===== src/rtl/pipe_reg_hs.sv =====
// pipe_reg_hs: N-stage valid/ready pipeline register; per-stage valid bits let bubbles collapse
module pipe_reg_hs #(
  parameter int S = 12,
  parameter int N = 3,
  localparam int W = $clog2(N + 1)
) (
  input  logic         CLK,
  input  logic         CLR_N,
  input  logic         FLUSH,
  input  logic         IN_VALID,
  output logic         IN_READY,
  input  logic [S-1:0] D,
  output logic         OUT_VALID,
  input  logic         OUT_READY,
  output logic [S-1:0] Q,
  output logic [W-1:0] OCC
);
  logic [S-1:0] dat_q [N];
  logic [S-1:0] din   [N];
  logic [N-1:0] v_q, v_d, adv, ld;
  logic [W-1:0] occ_q, occ_d;
  logic         acc, cons;
  // ready ripples combinationally from OUT_READY back to stage 0
  always_comb begin
    logic a;
    a = v_q[N-1] & OUT_READY;
    adv = '0;
    adv[N-1] = a;
    for (int i = N - 2; i >= 0; i--) begin
      a = v_q[i] & (~v_q[i+1] | a);
      adv[i] = a;
    end
    IN_READY = ~v_q[0] | adv[0];
    acc = IN_VALID & IN_READY;
    cons = adv[N-1];
    ld = '0;
    ld[0] = acc;
    din[0] = D;
    for (int i = 1; i < N; i++) begin
      ld[i] = adv[i-1];
      din[i] = dat_q[i-1];
    end
    v_d = (v_q & ~adv) | ld;
    occ_d = (acc & ~cons) ? occ_q + W'(1) : (~acc & cons) ? occ_q - W'(1) : occ_q;
  end
  // flush clears valids only; data registers keep their stale contents
  always_ff @(posedge CLK) begin
    if (!CLR_N) begin
      v_q <= '0;
      occ_q <= '0;
      for (int i = 0; i < N; i++) dat_q[i] <= '0;
    end else begin
      v_q <= FLUSH ? '0 : v_d;
      occ_q <= FLUSH ? '0 : occ_d;
      for (int i = 0; i < N; i++) if (!FLUSH && ld[i]) dat_q[i] <= din[i];
    end
  end
  assign Q = dat_q[N-1];
  assign OUT_VALID = v_q[N-1];
  assign OCC = occ_q;
endmodule


===== config.mk =====
export PLATFORM = sky130hd
export DESIGN_NAME = pipe_reg_hs
export DESIGN_NICKNAME = d
export VERILOG_FILES = /design/src/rtl/pipe_reg_hs.sv
export SDC_FILE = /design/constraint.sdc
export NUM_CORES = 1
export LEC_CHECK = 0
export BUFFER_PORTS_ARGS = -buffer_cell sky130_fd_sc_hd__buf_2
export CAP_MARGIN = 20
export CORE_MARGIN = 10
export CORE_UTILIZATION = 40
export CTS_CLUSTER_DIAMETER = 50
export DETAILED_ROUTE_END_ITERATION = 7
export PLACE_DENSITY_LB_ADDON = 0.08
export SYNTH_ARGS = -nofsm -noshare
export SYNTH_HDL_FRONTEND = slang
export SYNTH_SLANG_ARGS = --single-unit

===== constraint.sdc =====
create_clock -name CLK -period 5.25 [get_ports CLK]
set_clock_uncertainty 0.05 [all_clocks]
set_input_delay 0.525 -clock CLK [delete_from_list [all_inputs] [get_ports CLK]]
set_output_delay 0.525 -clock CLK [all_outputs]
set_load 0.02 [all_outputs]

==> results.md, run 1 <==
- Largest net degree at the start of global routing: 37
- Startpoint Class: input pin
- Max frequency: 0.5169 GHz
- DRC Markers: 0
- Clock slew at reported path FFs: 0.07 ns
- Final Max Tran Viols: 0
- GP Congestion: ~0.7
- # nets final: 165
- Final HPWL DP: around 1900 um
- First-pass GRT wire length: around 4400 um
- Cell Area, Synth: 1750 um^2
- Vias/cell: 4.475
- CTS Buffer Depth: 2
- Setup crit end kind: register
- RSZ-0062 raised after global routing: no
- Fill cells: around 370
- Ports: 33
- Post-Synthesis Cells: roughly 120
- Unique masters post-synth: 21
- Total Negative Setup Slacks: 0 ns
- Period utilization: between 30% and 40%
- Initial Util: 42.54%
- Hold Startpoint: OCC[1]$_SDFFE_PP0P_
- I/O Buffers: 32
- CTS Sinks: 41
- CTS Hold Bufs: 0
- Die Ht: approximately 86 um
- Synth area leaders: edfxtp_1, and2_2, and2_1
- Syn-to-layout area delta: 10.79%
- CTS tree: yes
- Fin crit period: 1.935 ns
- Via Count: 886
- Chip width: 86.15 um
- Final hold vios: 0
- Most frequent cell after synthesis: edfxtp_1
- # rows: 23
- Critical path's largest stage delay: 0.86 ns
- Final wirelength: 2593 um
- Worst-Skew Late Latency: 0.28 ns
- Slew margin rel.: 35.26%
- CP max FO: 36
- Layout cell share with drive strength beyond 1: 43.92%
- Routed Antenna Nets: 0
- Synthesis warning total: 0
- GRT overflow: 0
- MaxCap Viol Count: 0
- # diodes: 0
- Layout Cells excl Fill: 198
- Worst IR Drop VDD: 0.1395 mV
- Critical path startpoint: FLUSH
- Initial antenna violation count: 0
- Crit-path cells: buf_2, nand2b_1, o32ai_4, and2_2
- Register bit count reported by yosys: 41
- CTS buffer count: 5
- Reg2reg start: v_q[1]$_SDFF_PP0_
- Router iterations before antenna repair: 4
- Routed wire length per instance: 13.10 um
- Setup repair bufs after CTS: 0
- Top cell type's share of synthesized area: 61.76%
- FFs w/ async S/R, synth: 0%
- Mapped Nets: 140
- Post-Place Cells: 190
- Placed Area: 1857 um^2
- Area leader, netlist: edfxtp_1
- Syn_area_per_cell: ~14 um^2
- Final setup violating endpoints: 0
- PwrDens: 315.1 nW/um^2
- Post-synthesis sequential area ratio: 67.48%
- Worst hold path type: reg -> reg
- Post-CTS Resized: 0
- Root Buffer: clkbuf_8
- CP max-delay cell: o32ai_4
- EDFF count, synth: 36
- Setup CP Type: in -> reg
- Leakage power: 0.7936 nW
- Total Routing Usage GR: 7.671%
- Synth top cells by count: edfxtp_1, and2_2, and2_1
- H-tree depth: 2
- Crit path DAT: 2.04 ns
- Status: complete, no violations
- Initial drt markers: 32
- Core Area: 4115 um^2
- Die area: 7422 um^2
- Vias in the first global route: 951
- Fin area: 1939 um^2
- Ys flop type: edfxtp_1
- Worst slew pin tran: 0.9646 ns
- WP data required: ~5.4 ns
==> critical path: cells and delay by family <==
kind	cells	cell delay, ns
AOI/OAI and AO/OA	1	0.86
buffers and inverters	1	0.11
and+or+nand+nor	2	0.54
==> path summary, 6_finish.rpt <==
path / depth (start not counted) / slack [ns] / end
max: 4 / 3.32 / dat_q[0][18]$_SDFFCE_PN0P_
min: 2 / 0.45 / OCC[1]$_SDFFE_PP0P_
max reg2reg: 6 / 3.36 / OCC[1]$_SDFFE_PP0P_
min reg2reg: 2 / 0.45 / OCC[1]$_SDFFE_PP0P_
==> report_power, final <==
part	switching [mW]	internal [mW]
combinational	0.0264	0.0176
clock	0.0970	0.0919
sequential	0.00449	0.374
==> layer usage <==
metal	up-vias	part of all wire, %	track usage (%)
met3	6	8.6	3.879
met5	-	0	0
met2	28	46	11.49
li1	449	-	-
met4	0	2.4	5.389
met1	403	43	8.221
==> cell usage in the layout (no fill, tap or decap), types with 2 or more instances in the layout <==
cell / netlist / final
edfxtp_1: 36 / 36
buf_2: 0 / 32
and2_2: 21 / 21
and2_1: 16 / 16
nor2_1: 8 / 8
dfxtp_1: 5 / 5
clkbuf_8: 0 / 5
nand2_1: 4 / 4
inv_1: 2 / 2
o21ai_0: 3 / 2
xor2_1: 2 / 2
clkinv_2: 0 / 2
==> kinds of logic (layout without fill, tap and decap cells) <==
family          Yosys count  in the layout  synth area share (%)
xor+xnor                  2              2                 1.001
flops                    41             41                 67.48
fa+ha+maj                 1              1                0.7147
compound gates            5              5                 2.716
simple gates             56             56                 20.59
buf+inv                  17             43                 7.506
==> area by class of cell <==
type / instances / area, um^2 / share of cell area [%]
sequential: 41 / 1181 / 60.90
clock buffer: 6 / 72.57 / 3.742
tap: 50 / 62.56 / 3.226
multi-input combinational: 64 / 437.9 / 22.58
clock inverter: 2 / 10.01 / 0.5161
inverter: 2 / 7.507 / 0.3871
timing repair buffer: 33 / 167.7 / 8.645
==> registers in the layout, indices dropped and copies added (netlist names) <==
name,cells
dat_q,36
v_q,3
OCC,2
==> stage by stage <==
| step | total power [mW] | worst slack [ns] | utilization, % | hold WS [ns] |
|---|---|---|---|---|
| final | 0.6112 | 3.315 | 47.13 | 0.4452 |
| after detailed placement | 0.4308 | 2.988 | 45.12 | 0.4407 |
| after global placement | 0.4286 | 3.050 | 45.12 | 0.4182 |
| after global routing | 0.6451 | 3.150 | 47.13 | 0.4580 |
| after CTS | 0.6227 | 3.288 | 47.13 | 0.4494 |
| after floorplan | 0.4204 | 3.157 | - | 0.4262 |
Power figures use the tool's default switching activity.
==> run 2: changes to the inputs <==
--- a/config.mk
+++ b/config.mk
@@ -5,6 +5,7 @@
 export SDC_FILE = /design/constraint.sdc
 export NUM_CORES = 1
 export LEC_CHECK = 0
+export ABC_AREA = 1
 export BUFFER_PORTS_ARGS = -buffer_cell sky130_fd_sc_hd__buf_2
 export CAP_MARGIN = 20
 export CORE_MARGIN = 10
==> constraint.sdc (replaced) <==
create_clock -name CLK -period 1.94 [get_ports CLK]
set_clock_uncertainty 0.05 [all_clocks]
set_input_delay 0.194 -clock CLK [delete_from_list [all_inputs] [get_ports CLK]]
set_output_delay 0.194 -clock CLK [all_outputs]
set_load 0.02 [all_outputs]
==> run 2 against run 1 <==
- via count is 27% higher
- power rose to 2.8 times the previous value
- final cell count grew 26%
- combinational power increased to 3.3 times the previous value
- setup slack worse by 3.0 ns
- synthesized area is 9.0% higher
- synthesized cell count up 39%
- die area up 6.9%
- clock power increased to 2.8 times the previous value
- sequential cell count stayed put
- critical endpoint is now OCC[1]$_SDFFE_PP0P_
- largest power group unchanged
==> results.md, run 2 <==
- Status: complete, no violations
- Die Ht: 89.07 um (+3.4%)
- Fin crit period: around 1.7 ns
- CTS Sinks: 41 (unchanged)
- CTS buffer count: 5 (unchanged)
- Crit-path cells: nand4_1, nand2_1, inv_1, ha_1, or2_2, nand2_1, nand2_1, nand2_1, nor2_1
- CP max FO: 4 (-89%)
- Ports: 33 (unchanged)
- # nets final: 213 (+29%)
- Post-CTS Resized: 0 (unchanged)
- FFs w/ async S/R, synth: 0% (unchanged)
- Synth area leaders: edfxtp_1, inv_1, a21oi_1
- Clock slew at reported path FFs: 0.07 ns (about the same)
- Most common cell after layout, fill and taps aside: inv_1
- Mapped Nets: 188 (+34%)
- Via Count: 1127 (+27%)
- Most frequent cell after synthesis: inv_1
- Router iterations before antenna repair: 4 (unchanged)
- Routed Antenna Nets: 0 (unchanged)
- I/O Buffers: 32 (unchanged)
- Top cell type's share of synthesized area: 56.66% (-5.1 points)
- Crit path DAT: 1.81 ns (-0.23 ns)
- Fill cells: 435 (+17%)
- Synth top cells by count: inv_1, edfxtp_1, a21oi_1
- Area leader, netlist: edfxtp_1
- Setup CP Type: reg -> reg
- Layout cell share with drive strength beyond 1: 30.77% (-13 points)
- Final wirelength: 3127 um (+21%)
- Root Buffer: clkbuf_8
- Worst slew pin tran: 0.4828 ns (-0.4818 ns)
- Synthesis warning total: 0 (unchanged)
- Setup crit end kind: register
- Max reg flops: 36 (unchanged)
- Multi-input logic area: 396.6 um^2 (-9.4%)
- Initial Util: 40.94% (-1.6 points)
- Total Routing Usage GR: 8.544% (+0.87 points)
- Max frequency: 0.5995 GHz
- Ys flop type: edfxtp_1
- Final HPWL DP: 2182 um (+13%)
- Vias/cell: 4.526 (+1.1%)
- Syn_area_per_cell: 11.22 um^2 (-22%)
- GRT overflow: 0 (unchanged)
- CP max-delay cell: dfxtp_1
- Most frequent cells in the layout: inv_1, edfxtp_1, buf_2, a21oi_1, a21oi_2
- Storage cell area: 1181 um^2 (unchanged)
- Leakage power: 0.9126 nW (+15%)
- Chip width: 89.07 um (+3.4%)
- Die area: 7933 um^2 (+6.9%)
- CTS Hold Bufs: 0 (unchanged)
- Worst hold path type: in -> reg
- DRC Markers: 0 (unchanged)
- Setup Slack @ Placement: 0.2713 ns (-2.717 ns)
- Routed wire length per instance: 12.56 um (-4.1%)
- Fin util: 45.07% (-2.1 points)
- Total Negative Setup Slacks: 0 ns (unchanged)
- Biggest register: dat_q
- CTS Buffer Depth: 2 (unchanged)
- Startpoint Class: register
- Initial antenna violation count: 0 (unchanged)
- Final hold vios: 0 (unchanged)
- CTS tree: yes
- Critical path's largest stage delay: 0.39 ns (-0.47 ns)
- CP most frequent cell: nand2_1
- Worst-Skew Late Latency: 0.29 ns (about the same)
- Unique masters post-synth: 20 (-4.8%)
- Final setup violating endpoints: 0 (unchanged)
- Post-synthesis sequential area ratio: 61.90% (-5.6 points)
- PwrDens: 807.5 nW/um^2 (+160%)
- Core Area: 4661 um^2 (+13%)
- Register bit count reported by yosys: 41 (unchanged)
- # diodes: 0 (unchanged)
- Setup repair bufs after CTS: 0 (unchanged)
- Slew margin rel.: 67.81% (+33 points)
- Final WS setup: 0.2720 ns (-3.043 ns)
- Worst IR Drop VDD: 0.3441 mV (+150%)
- Initial drt markers: 68 (+110%)
- MaxCap Viol Count: 0 (unchanged)
- R2r worst-path depth: 9 (+3)
- Cell Area, Synth: 1908 um^2 (+9.0%)
- H-tree depth: 2 (unchanged)
- GP Congestion: 0.7918 (+10%)
- # rows: 25 (+8.7%)
- Final Max Tran Viols: 0 (unchanged)
- EDFF count, synth: 36 (unchanged)
- First-pass GRT wire length: 5188 um (+17%)
- Syn-to-layout area delta: 10.10%
- RSZ-0062 raised after global routing: no
- Largest net degree at the start of global routing: 37 (unchanged)
- WP data required: 2.08 ns (-3.27 ns)
- WHS Path Cells: 3 (+1)
- Vias in the first global route: 1158 (+22%)
- Period utilization: 85.98%
- Post-Synthesis Cells: 170 (+39%)
-- run 2: cell count changes after synthesis, moves of 5 or more --
cell     delta
nor2_1      -5
a21oi_1    +29
and2_1     -16
inv_1      +43
and2_2     -21
a21oi_2     +9
-- run 2: power breakdown --
part	total (mW)	leakage [nW]	switching [mW]	internal (mW)
clock network	0.528	0.0377	0.287	0.242
logic	0.147	0.458	0.0964	0.0510
registers	1.02	0.417	0.0118	1.01
-- run 2: per-stage QoR --
step                instance area, um^2  power [mW]  instances  hold WS, ns
finish                             2101       1.696        249       0.1371
global route                       2101       1.770        249       0.1377
CTS                                2101       1.721        249       0.1227
detailed placement                 2021       1.193        242       0.4377
global placement                   2021       1.188        242       0.4267
floorplan                          1908       1.155        170       0.2745
-- run 2: cell families (layout without fill, tap and decap cells) --
kind of cell,Yosys count,after routing,share of synthesized area [%]
DFF,41,41,61.90
adders and majority gates,1,1,0.6556
AOI/OAI and AO/OA,44,44,13.90
and+or+nand+nor,20,20,6.230
buffers and inverters,64,89,17.31
-- run 2: layer usage --
layer / vias up / track usage [%] / part of all wire (%)
li1: 584 / - / -
met2: 31 / 14.36 / 49
met4: 0 / 4.335 / 2.0
met1: 506 / 8.746 / 42
met3: 6 / 4.011 / 7.1
met5: - / 0 / 0
-- run 2: area by class of cell --
class                           count  share of cell area [%]
Clock inverter                      2                  0.5360
Sequential cell                    41                   56.22
Inverter                           46                   8.219
Clock buffer                        5                   3.276
Timing Repair Buffer               36                   9.649
Tap cell                           54                   3.216
Multi-Input combinational cell     65                   18.88
-- run 2: final timing paths --
| path | start | to | slack [ns] |
|---|---|---|---|
| hold / removal | IN_VALID | v_q[0]$_SDFF_PP0_ | 0.14 |
| setup / recovery | v_q[2]$_SDFF_PP0_ | OCC[1]$_SDFFE_PP0P_ | 0.27 |
| hold reg to reg | v_q[1]$_SDFF_PP0_ | v_q[2]$_SDFF_PP0_ | 0.47 |
| setup reg to reg | v_q[2]$_SDFF_PP0_ | OCC[1]$_SDFFE_PP0P_ | 0.27 |
-- run 2: worst max-delay path, delay by kind of cell, from the launching register on --
family / cells / cell delay [ns]
flops: 1 / 0.39
simple gates: 7 / 0.89
buf+inv: 1 / 0.06
fa+ha+maj: 1 / 0.18
